### src/rtl/ps2_mouse_cursor.sv
// PS/2 mouse front end: enables stream mode with 0xF4, then turns 3-byte movement
// packets into a clamped cursor position and button state.
module ps2_mouse_cursor #(
    parameter int CLK_HZ = 50_000_000,
    parameter int X_MAX  = 639,
    parameter int Y_MAX  = 479,
    parameter int FILT   = 8
) (
    input  logic       iCLK,
    input  logic       iRST_n,
    input  logic       iPS2_CLK,
    input  logic       iPS2_DAT,
    output logic       oPS2_CLK_OE,
    output logic       oPS2_DAT_OE,
    output logic [9:0] oX,
    output logic [8:0] oY,
    output logic [2:0] oBTN,
    output logic       oVALID,
    output logic       oINIT_DONE,
    output logic       oERR
);
    localparam int INH_CYC = CLK_HZ / 10_000;
    localparam int WDF_CYC = CLK_HZ / 500;
    localparam int WDT_CYC = CLK_HZ / 50;
    localparam int TW      = $clog2(WDT_CYC + 1);
    localparam int FW      = (FILT > 1) ? $clog2(FILT) : 1;

    localparam logic [TW-1:0] INH_LAST  = TW'(INH_CYC - 1);
    localparam logic [TW-1:0] WDF_LAST  = TW'(WDF_CYC - 1);
    localparam logic [TW-1:0] WDT_LAST  = TW'(WDT_CYC - 1);
    localparam logic [TW-1:0] TMR_SAT   = {TW{1'b1}};
    localparam logic [FW-1:0] FILT_LAST = FW'(FILT - 1);
    localparam logic [9:0]    X_LIM     = 10'(X_MAX);
    localparam logic [9:0]    Y_LIM     = 10'(Y_MAX);
    localparam logic [9:0]    X_RST     = 10'(X_MAX / 2);
    localparam logic [8:0]    Y_RST     = 9'(Y_MAX / 2);
    localparam logic [7:0]    CMD_EN    = 8'hF4;
    localparam logic [7:0]    ACK_BYTE  = 8'hFA;

    typedef enum logic [2:0] {
        S_INHIBIT, S_REQ, S_TX, S_TX_ACK, S_WAIT_FA, S_STREAM
    } state_t;

    function automatic logic odd_par(input logic [7:0] b);
        return ~(^b);
    endfunction

    logic [1:0]    sync1_q, sync2_q, flt_q;
    logic [FW-1:0] fcnt_q [2];
    logic          clk_prev_q;
    logic          fall_s, dat_f_s, rx_on_s, rx_err_s;
    logic [9:0]    tx_frame_s;
    logic [10:0]   dx_s, dy_s, nx_s, ny_s;
    logic [9:0]    cx_s;
    logic [8:0]    cy_s;

    state_t        state_q, state_d;
    logic [TW-1:0] tmr_q, tmr_d;
    logic [3:0]    cnt_q, cnt_d;
    logic [7:0]    sh_q, sh_d, rx_byte_q, rx_byte_d;
    logic          par_q, par_d, rx_vld_q, rx_vld_d;
    logic [1:0]    idx_q, idx_d;
    logic [2:0]    pbtn_q, pbtn_d;
    logic          xs_q, xs_d, ys_q, ys_d, xo_q, xo_d, yo_q, yo_d;
    logic [7:0]    b1_q, b1_d;
    logic [9:0]    x_q, x_d;
    logic [8:0]    y_q, y_d;
    logic [2:0]    btn_q, btn_d;
    logic          valid_q, valid_d, init_q, init_d, err_q, err_d;
    logic          clk_oe_q, clk_oe_d, dat_oe_q, dat_oe_d;

    // Two-flop synchroniser, stability filter and device clock edge history.
    always_ff @(posedge iCLK or negedge iRST_n) begin
        if (!iRST_n) begin
            sync1_q    <= 2'b11;
            sync2_q    <= 2'b11;
            flt_q      <= 2'b11;
            clk_prev_q <= 1'b1;
            for (int i = 0; i < 2; i++) fcnt_q[i] <= {FW{1'b0}};
        end else begin
            sync1_q    <= {iPS2_DAT, iPS2_CLK};
            sync2_q    <= sync1_q;
            clk_prev_q <= flt_q[0];
            for (int i = 0; i < 2; i++) begin
                if (sync2_q[i] == flt_q[i]) begin
                    fcnt_q[i] <= {FW{1'b0}};
                end else if (fcnt_q[i] == FILT_LAST) begin
                    fcnt_q[i] <= {FW{1'b0}};
                    flt_q[i]  <= sync2_q[i];
                end else begin
                    fcnt_q[i] <= fcnt_q[i] + FW'(1);
                end
            end
        end
    end

    assign fall_s     = clk_prev_q & ~flt_q[0];
    assign dat_f_s    = flt_q[1];
    assign rx_on_s    = (state_q == S_WAIT_FA) || (state_q == S_STREAM);
    assign tx_frame_s = {1'b1, odd_par(CMD_EN), CMD_EN};

    // Intermediates are 11 bits so negative results show up in bit 10.
    assign dx_s = {{2{xs_q}}, xs_q, b1_q};
    assign dy_s = {{2{ys_q}}, ys_q, rx_byte_q};
    assign nx_s = {1'b0, x_q} + dx_s;
    assign ny_s = {2'b00, y_q} - dy_s;
    assign cx_s = nx_s[10] ? 10'd0 : ((nx_s[9:0] > X_LIM) ? X_LIM : nx_s[9:0]);
    assign cy_s = ny_s[10] ? 9'd0  : ((ny_s[9:0] > Y_LIM) ? Y_LIM[8:0] : ny_s[8:0]);

    // Next-state logic: host transmit, byte receive, packet assembly, cursor update.
    always_comb begin
        state_d   = state_q;
        tmr_d     = tmr_q;
        cnt_d     = cnt_q;
        sh_d      = sh_q;
        par_d     = par_q;
        rx_byte_d = rx_byte_q;
        rx_vld_d  = 1'b0;
        rx_err_s  = 1'b0;
        idx_d     = idx_q;
        pbtn_d    = pbtn_q;
        xs_d      = xs_q;
        ys_d      = ys_q;
        xo_d      = xo_q;
        yo_d      = yo_q;
        b1_d      = b1_q;
        x_d       = x_q;
        y_d       = y_q;
        btn_d     = btn_q;
        valid_d   = 1'b0;
        init_d    = init_q;
        err_d     = 1'b0;
        clk_oe_d  = 1'b0;
        dat_oe_d  = 1'b0;

        if (rx_on_s && fall_s) begin
            if (cnt_q == 4'd0) begin
                if (dat_f_s) begin
                    rx_err_s = 1'b1;
                end else begin
                    cnt_d = 4'd1;
                end
            end else if (cnt_q <= 4'd8) begin
                sh_d  = {dat_f_s, sh_q[7:1]};
                cnt_d = cnt_q + 4'd1;
            end else if (cnt_q == 4'd9) begin
                par_d = dat_f_s;
                cnt_d = 4'd10;
            end else begin
                cnt_d = 4'd0;
                if (dat_f_s && (odd_par(sh_q) == par_q)) begin
                    rx_byte_d = sh_q;
                    rx_vld_d  = 1'b1;
                end else begin
                    rx_err_s = 1'b1;
                end
            end
        end else if (rx_on_s && (cnt_q != 4'd0) && (tmr_q == WDF_LAST)) begin
            rx_err_s = 1'b1;
            cnt_d    = 4'd0;
        end else begin
            cnt_d = cnt_q;
        end

        case (state_q)
            S_INHIBIT: begin
                clk_oe_d = 1'b1;
                if (tmr_q == INH_LAST) begin
                    state_d  = S_REQ;
                    dat_oe_d = 1'b1;
                end else begin
                    state_d = S_INHIBIT;
                end
            end
            S_REQ: begin
                dat_oe_d = 1'b1;
                state_d  = S_TX;
            end
            S_TX: begin
                if (fall_s) begin
                    dat_oe_d = ~tx_frame_s[cnt_q];
                    cnt_d    = cnt_q + 4'd1;
                    if (cnt_q == 4'd9) begin
                        state_d = S_TX_ACK;
                    end else begin
                        state_d = S_TX;
                    end
                end else if (tmr_q == WDT_LAST) begin
                    err_d   = 1'b1;
                    state_d = S_INHIBIT;
                end else begin
                    dat_oe_d = dat_oe_q;
                end
            end
            S_TX_ACK: begin
                if (fall_s) begin
                    if (!dat_f_s) begin
                        state_d = S_WAIT_FA;
                    end else begin
                        err_d   = 1'b1;
                        state_d = S_INHIBIT;
                    end
                end else if (tmr_q == WDT_LAST) begin
                    err_d   = 1'b1;
                    state_d = S_INHIBIT;
                end else begin
                    state_d = S_TX_ACK;
                end
            end
            S_WAIT_FA: begin
                if (rx_err_s) begin
                    err_d   = 1'b1;
                    state_d = S_INHIBIT;
                end else if (rx_vld_q) begin
                    if (rx_byte_q == ACK_BYTE) begin
                        init_d  = 1'b1;
                        state_d = S_STREAM;
                    end else begin
                        err_d   = 1'b1;
                        state_d = S_INHIBIT;
                    end
                end else begin
                    state_d = S_WAIT_FA;
                end
            end
            S_STREAM: begin
                if (rx_err_s) begin
                    err_d = 1'b1;
                    idx_d = 2'd0;
                end else if (rx_vld_q) begin
                    case (idx_q)
                        2'd0: begin
                            // Bit 3 is always set in a header byte; anything else is a resync drop.
                            if (rx_byte_q[3]) begin
                                pbtn_d = rx_byte_q[2:0];
                                xs_d   = rx_byte_q[4];
                                ys_d   = rx_byte_q[5];
                                xo_d   = rx_byte_q[6];
                                yo_d   = rx_byte_q[7];
                                idx_d  = 2'd1;
                            end else begin
                                idx_d = 2'd0;
                            end
                        end
                        2'd1: begin
                            b1_d  = rx_byte_q;
                            idx_d = 2'd2;
                        end
                        2'd2: begin
                            btn_d   = pbtn_q;
                            x_d     = xo_q ? x_q : cx_s;
                            y_d     = yo_q ? y_q : cy_s;
                            valid_d = 1'b1;
                            idx_d   = 2'd0;
                        end
                        default: idx_d = 2'd0;
                    endcase
                end else begin
                    idx_d = idx_q;
                end
            end
            default: state_d = S_INHIBIT;
        endcase

        // The inhibit pull itself produces a fall, so it must not restart the timer.
        if (state_d != state_q) begin
            tmr_d = {TW{1'b0}};
            cnt_d = 4'd0;
        end else if (fall_s && (state_q != S_INHIBIT)) begin
            tmr_d = {TW{1'b0}};
        end else if (tmr_q != TMR_SAT) begin
            tmr_d = tmr_q + TW'(1);
        end else begin
            tmr_d = tmr_q;
        end
    end

    // State and output registers.
    always_ff @(posedge iCLK or negedge iRST_n) begin
        if (!iRST_n) begin
            state_q   <= S_INHIBIT;
            tmr_q     <= {TW{1'b0}};
            cnt_q     <= 4'd0;
            sh_q      <= 8'd0;
            par_q     <= 1'b0;
            rx_byte_q <= 8'd0;
            rx_vld_q  <= 1'b0;
            idx_q     <= 2'd0;
            pbtn_q    <= 3'd0;
            xs_q      <= 1'b0;
            ys_q      <= 1'b0;
            xo_q      <= 1'b0;
            yo_q      <= 1'b0;
            b1_q      <= 8'd0;
            x_q       <= X_RST;
            y_q       <= Y_RST;
            btn_q     <= 3'd0;
            valid_q   <= 1'b0;
            init_q    <= 1'b0;
            err_q     <= 1'b0;
            clk_oe_q  <= 1'b0;
            dat_oe_q  <= 1'b0;
        end else begin
            state_q   <= state_d;
            tmr_q     <= tmr_d;
            cnt_q     <= cnt_d;
            sh_q      <= sh_d;
            par_q     <= par_d;
            rx_byte_q <= rx_byte_d;
            rx_vld_q  <= rx_vld_d;
            idx_q     <= idx_d;
            pbtn_q    <= pbtn_d;
            xs_q      <= xs_d;
            ys_q      <= ys_d;
            xo_q      <= xo_d;
            yo_q      <= yo_d;
            b1_q      <= b1_d;
            x_q       <= x_d;
            y_q       <= y_d;
            btn_q     <= btn_d;
            valid_q   <= valid_d;
            init_q    <= init_d;
            err_q     <= err_d;
            clk_oe_q  <= clk_oe_d;
            dat_oe_q  <= dat_oe_d;
        end
    end

    assign oPS2_CLK_OE = clk_oe_q;
    assign oPS2_DAT_OE = dat_oe_q;
    assign oX          = x_q;
    assign oY          = y_q;
    assign oBTN        = btn_q;
    assign oVALID      = valid_q;
    assign oINIT_DONE  = init_q;
    assign oERR        = err_q;

endmodule

### config.mk
export PLATFORM = sky130hd
export DESIGN_NAME = ps2_mouse_cursor
export DESIGN_NICKNAME = d
export VERILOG_FILES = /design/src/rtl/ps2_mouse_cursor.sv
export SDC_FILE = /design/constraint.sdc
export NUM_CORES = 1
export LEC_CHECK = 0
export CORE_MARGIN = 1.5
export CORE_UTILIZATION = 35
export DETAILED_ROUTE_END_ITERATION = 10
export HOLD_SLACK_MARGIN = 0.12
export PLACE_DENSITY = 0.5
export SLEW_MARGIN = 25
export SYNTH_ARGS = -nofsm -noshare
export SYNTH_HDL_FRONTEND = slang
export SYNTH_SLANG_ARGS = --single-unit
### constraint.sdc
create_clock -name iCLK -period 4.6 [get_ports iCLK]
set_input_delay 0.69 -clock iCLK [delete_from_list [all_inputs] [get_ports iCLK]]
set_output_delay 0.69 -clock iCLK [all_outputs]
set_load 0.05 [all_outputs]
# --- Word-level counts from Yosys, hierarchy flattened ---
# Memories as Yosys holds them, arrays and structs flattened.
# Index checks and enable logic that the tools add are counted.
word_totals:
  elab_cells: 163
  output_inout_bits: 27
  romBits: 16
  input_bits: 4
  n_memories: 1
  regBits: 102
op_classes:
  reduce_logical: 26
  eq_ne: 20
  bitwise_logic: 12
  magnitude_cmp: 4
  muxes: 65
  add_sub_neg: 6
mem_list:
  columns: ["memory", "words", "word_bits", "read_ports", "rd_ports_with_merged_regs", "write_ports", "line", "text"]
  rows:
  - ["(no name shown)", 16, 1, 1, 0, 0, "181", "dat_oe_d = ~tx_frame_s[cnt_q];"]
op_table:
  columns: ["operator", "count"]
  rows:
  - ["20-bit two-way mux", 3]
  - ["4-bit two-way mux", 9]
  - ["3-bit two-way mux", 11]
  - ["1-bit two-way mux", 31]
  - ["20-bit by 1-bit adder with 20-bit output, second input constant", 1]
  - ["20-bit by 13-bit == test with 1-bit output, second input constant", 1]
  - ["20-bit by 17-bit == test with 1-bit output, second input constant", 1]
  - ["20-bit == test, second input constant", 1]
  - ["10-bit two-way mux", 2]
  - ["20-bit != test, second input constant", 1]
  - ["5-bit AND reduction", 4]
  - ["9-bit two-way mux", 2]
  - ["3-bit case mux with 6 select lines", 1]
  - ["4-bit AND reduction", 4]
  - ["3-bit == test, second input constant", 4]
  - ["10-bit by 11-bit adder with 11-bit output", 1]
  - ["1-bit inverter", 11]
  - ["10-bit by 9-bit subtractor with 11-bit output", 1]
  - ["10-bit greater-than comparator, second input constant", 1]
  - ["10-bit by 9-bit greater-than comparator with 1-bit output, second input constant", 1]
  - ["8-bit == test, second input constant", 1]
  - ["8-bit parity", 1]
  - ["3-bit by 1-bit adder with 3-bit output, second input constant", 2]
  - ["3-bit by 2-bit == test with 1-bit output, second input constant", 2]
  - ["other kinds (25)", 36]

# --- Longest topological paths before layout ---
logic_depth:
  word_depth: 13
  ltp_mapped: 10
  depth_no_buf: 10

# --- Worst setup path after synthesis ---
# OpenSTA, ideal clock, no wires.
synth_path:
  kind: "register to register"
  from: "reg y_q[0] (netlist: oY[0])"
  to: "reg y_q[0] (netlist: oY[0])"
  t_arrival_ps: 2633
  setup_time_ps: 95
  path_buffers: 0
  slack_ps: 1873
  required_time_ps: 4505
  synth_period_minus_slack_ps: 2727
  stages_incl_launch_ff: 11
  cell_sequence: "dfstp_2 > inv_1 > ha_1 > fa_1 > nor2b_1 > o2111ai_1 > a31oi_1 > nor2_1 > xnor2_1 > a41oi_1 > a311oi_1"
synth_via:
  elab_chain_cells: 4
synth_lines:
  columns: ["element", "line", "text"]
  rows:
  - ["start: declaration", "67", "logic [8:0] y_q, y_d;"]
  - ["start signal: assignment", "319", "y_q <= y_d;"]
  - ["10-bit by 9-bit subtractor with 11-bit output (*)", "106", "assign ny_s = {2'b00, y_q} - dy_s;"]
  - ["10-bit by 9-bit greater-than comparator with 1-bit output", "108", "assign cy_s = ny_s[10] ? 9'd0 : ((ny_s[9:0] > Y_LIM) ? Y_LIM[8:0] : ny_s[8:0]);"]
  - ["9-bit two-way mux", "108", null]
  - ["9-bit two-way mux (*)", "108", null]
# Mark *: on every way between the ends. The rest lies on a longest branch, timed or not.
# A chain may end at the register's enable or synchronous reset.

# --- Worst setup path in the final report ---
layout_path:
  from: "reg cnt_q[0]"
  to: "reg pbtn_q[2]"
layout_via:
  elab_chain_cells: 7
  elab_cells_between_ends: 13
  cone_classes: "1 x order compare; 1 x eq/ne; 5 x mux; 1 x bitwise; 5 x reduce/logical"
layout_lines:
  columns: ["element", "line", "text"]
  rows:
  - ["start: declaration", "59", "logic [3:0] cnt_q, cnt_d;"]
  - ["start signal: assignment", "306", "cnt_q <= cnt_d;"]
  - ["parallel branches: the longest is 4 deep, another holds 4-bit <= comparator", null, null]
  - ["1-bit two-way mux (*)", "136", "if (rx_on_s && fall_s) begin"]
  - ["1-bit inverter (no source line) (*)", null, null]
  - ["5-bit AND reduction (no source line) (*)", null, null]
  - ["end signal: assignment", "312", "pbtn_q <= pbtn_d;"]
  - ["end: declaration", "63", "logic [2:0] pbtn_q, pbtn_d;"]
# Mark *: on every way between the ends.

==> results.txt <==
- The flow ran to the end, and the final reports show no timing, DRC or antenna violations.
* Largest area contributor in the synthesized netlist: dfrtp_1
- Dominant combinational cell family by area after synthesis: simple AND/OR/NAND/NOR gates
- In this run the cell area of the synthesized design comes to 0.00578 mm2.
* Chip Height: 132 um
* Hold Worst Slack: 0.360 ns
- The die covers 0.0173 mm2.
- Synthesized-area fraction occupied by and/or/nand/nor cells: 19.5%
* Worst-path cell with the longest stage delay: nor3_2
- The final hold violation count was 0.
- Share of flip-flops with an asynchronous set or reset: 100%
- Most frequent standard cell in the layout excluding fill and tap cells: dfrtp_1
- Congestion Overflow GR: 0
- In this run the mean area of a mapped cell was 10.1 um2.
* Wire length of the first global-routing pass: 21000 um
- Worst-Margin Slew: 0.801 ns
- Post-layout utilization of the core: 41.4%
- Post-synth top area share: 35.1%
- Timing analysis after detailed placement gives a worst setup slack of 1.50 ns.
- In this run the standard cell core region covers 0.0160 mm2.
- 31 I/O pins were placed.
- After detailed routing, the number of vias per cell comes to 5.17.
- Worst reg2reg path endpoint: pbtn_q[2]$_DFFE_PN0P_
- Post-synth top flop: dfrtp_1
- Once the floorplan was initialized, standard cells occupied 36.1% of the core.
- FP Rows: 46
- Clock latency on the worst-skew pair, taken at its later pin, is 0.35 ns.
* Via count: 4263
- Counting every net in the synthesized netlist gives 610.
* IR Drop Worst-Case VDD: 168 uV
- The HPWL after detailed placement is 9020 um.
- Crit. Startpoint: cnt_q[0]$_DFF_PN0_
* Highest-count cells in the layout ignoring fill and taps: 81 x dfrtp_1, 55 x nand2_1, 51 x nor2_1, 35 x o21ai_0
- Counting tap cells, the placed design contains a total of 809 instances.
* Post-synthesis cell type count: 72
* Final setup viols: 0
* Final period demand of the worst path: 3.11 ns
* ANT nets after route: 0
* Largest buffer count on any clock path: 2
- Initial antenna violation count: 0
* Number of flops mapped to enable cells by yosys: 0
* RSZ-0062 raised after global routing: false
- For this design, the sink count on the clock tree is 102.
- The critical path runs through a total of 9 cells.
- Summing the areas of all compound-gate instances in the mapped netlist gives 12.7% of the synthesized area.
- In this run the worst path has a maximum fanout of 8.
* Setup skew after layout: 0.00585 ns
* Adder and majority cell fraction of the synthesized area: 6.97%
- In this design, the largest share of critical-path delay is due to simple AND/OR/NAND/NOR gates.
* Number of flip-flops and latches in the synthesized netlist: 102
- Tightest Hold Check Type: register to register
- In the finished design, the share of the clock period the worst path needs comes to 67.5%.
- TritonCTS clock tree: done
- Overall routed net length: 12300 um
- Layout area overhead: 14.5%
- The detailed router finished its first iteration with 268 violations.
- At the end of routability-driven placement, the weighted congestion stood at 0.830.
- Clock transition at the registers of the reported paths: 0.07 ns
- The worst pin sits at a relative slew slack of 46.6%.
* Proportion of synthesized area in mux cells: 7.16%
- CP startpoint kind: register
- Quantity of gates resized following cts: 0
- Non-Filler Instances: 825
* Number of design rule violations left after detail routing: 0
- Hold depth: 0
* Overall routing resource usage: 15.0%
- Final Worst Setup Slack: 1.49 ns
- Setup TNS: 0 ns
- The critical path goes through inv_1, ha_1, nor3b_2, nand3b_1, nor4_2, o211ai_4, nand2_4, nor3_2, mux2_2.
- At the end of the flow, the number of nets in the layout was 639.
- Critical path destination: pbtn_q[2]$_DFFE_PN0P_
- For this run, the slowest stage of the critical path takes 0.65 ns.
- Share of the yosys chip area belonging to registers: 44.6%
- Dominant cells by area after synthesis: dfrtp_1 35%, dfstp_2 9.5%, ha_1 6.3%
- Area share of xor/xnor cells in the synthesized design: 6.23%
* Port Buffers: 30
- Counting both buffers and inverters, the worst setup path holds a total of 1.
* Critical path class: register to register
- Pin count of the biggest net entering global routing: 64
* Critical register-to-register path startpoint: cnt_q[0]$_DFF_PN0_
- Power spread over the standard cell area amounts to 282 mW/mm2.
* Number of detailed-routing iterations run before antenna repair: 4
- The worst setup path is captured at a register.
* Setup repair bufs after CTS: 0
* Share of final-layout standard cells stronger than drive strength 1: 13.1%
- R2r setup slk: 1.49 ns
- WL per Instance: 14.9 um
- The max-slew violation count was 0.
- For this run, the top clock speed supported by timing is 0.322 GHz.
* Filler Cell Count: 1603
- The tree is rooted in a clkbuf_16.
- Number of hold buffers added after cts: 0
- Antenna diodes: 0
- The Yosys step of the flow raised 0 warnings.
* Data arrival time of the critical path: 3.34 ns
* Leakage power total: 0.00282 uW
* Number of global-route vias before repair: 4156
- The cell count after synthesis came out at 575.
- Required @ worst endpoint: 4.84 ns
- Clock tree synthesis inserted a total of 9 buffers.
- Max-cap violations in this run came to 0.
* Cell depth of the worst flop-to-flop path: 9
- Total number of H-tree levels: 3
* Horizontal extent of the die: 132 um
-- layout make-up --
class                      count  area [um2]  share of cell area [%]
clock buffer                  11         253                    3.82
clock inverter                 5        56.3                   0.851
inverter                      24        90.1                    1.36
multi-input combinational    433        3040                    46.0
sequential                   102        2580                    39.0
tap                          216         270                    4.08
timing repair buffer          34         328                    4.95
-- cell usage after synthesis, types with 8 or more instances --
cell type,instances
xnor2_1,17
nand2_1,55
ha_1,29
inv_1,24
nand3_1,16
and3_1,10
xor2_1,19
nor3_1,21
dfstp_2,21
a21oi_1,22
nor2_1,51
dfrtp_1,81
mux2_2,20
clkbuf_1,12
nand2b_1,8
o21ai_0,35
-- worst min-delay path by stage --
| stage | startpoint | end | slack [ns] |
|---|---|---|---|
| after global placement | sync1_q[0]$_DFF_PN1_ | sync2_q[0]$_DFF_PN1_ | 0.35 |
| after detailed placement | sync1_q[0]$_DFF_PN1_ | sync2_q[0]$_DFF_PN1_ | 0.35 |
| after floorplan | sync1_q[0]$_DFF_PN1_ | sync2_q[0]$_DFF_PN1_ | 0.35 |
| after global routing | sync1_q[1]$_DFF_PN1_ | sync2_q[1]$_DFF_PN1_ | 0.37 |
| after CTS | sync1_q[0]$_DFF_PN1_ | sync2_q[0]$_DFF_PN1_ | 0.36 |
| final | sync1_q[0]$_DFF_PN1_ | sync2_q[0]$_DFF_PN1_ | 0.36 |
-- power breakdown --
group          leakage, uW  internal [uW]  switching [uW]  total [uW]
Clock             0.000152            452             346         798
Sequential         0.00132            940            35.1         975
Combinational      0.00134           38.7            51.8        90.5
-- flip-flops by register name, summed over array words and instances (netlist names), 3 cells and up --
name,flops
oBTN,3
fcnt_q,6
sh_q,8
cnt_q,4
rx_byte_q,8
pbtn_q,3
oX,10
tmr_q,20
state_q,3
b1_q,8
oY,9
-- metrics by stage --
step           area (um2)  power [uW]
3_5_place_dp         6310        1080
3_3_place_gp         6310        1080
6_report             6620        1860
4_1_cts              6620        1890
5_1_grt              6620        1940
2_1_floorplan        5780        1040
-- routing by layer --
metal	part of all wire (%)	up-vias	track usage, %
li1	-	2136	-
met1	51	2059	20.7
met2	45	53	23.2
met3	2.5	15	2.43
met4	2.0	0	6.23
met5	0	-	0
-- logic make-up (layout without fill, tap and decap cells) --
logic type,Yosys count,count (layout)
AND/OR/NAND/NOR,217,217
AO/OA/AOI/OAI,112,112
adder cells (fa/ha/maj),31,31
flip-flops,102,102
buffers and inverters,40,74
multiplexers,35,35
XOR/XNOR,38,38
(Power assumes the default switching activity.)
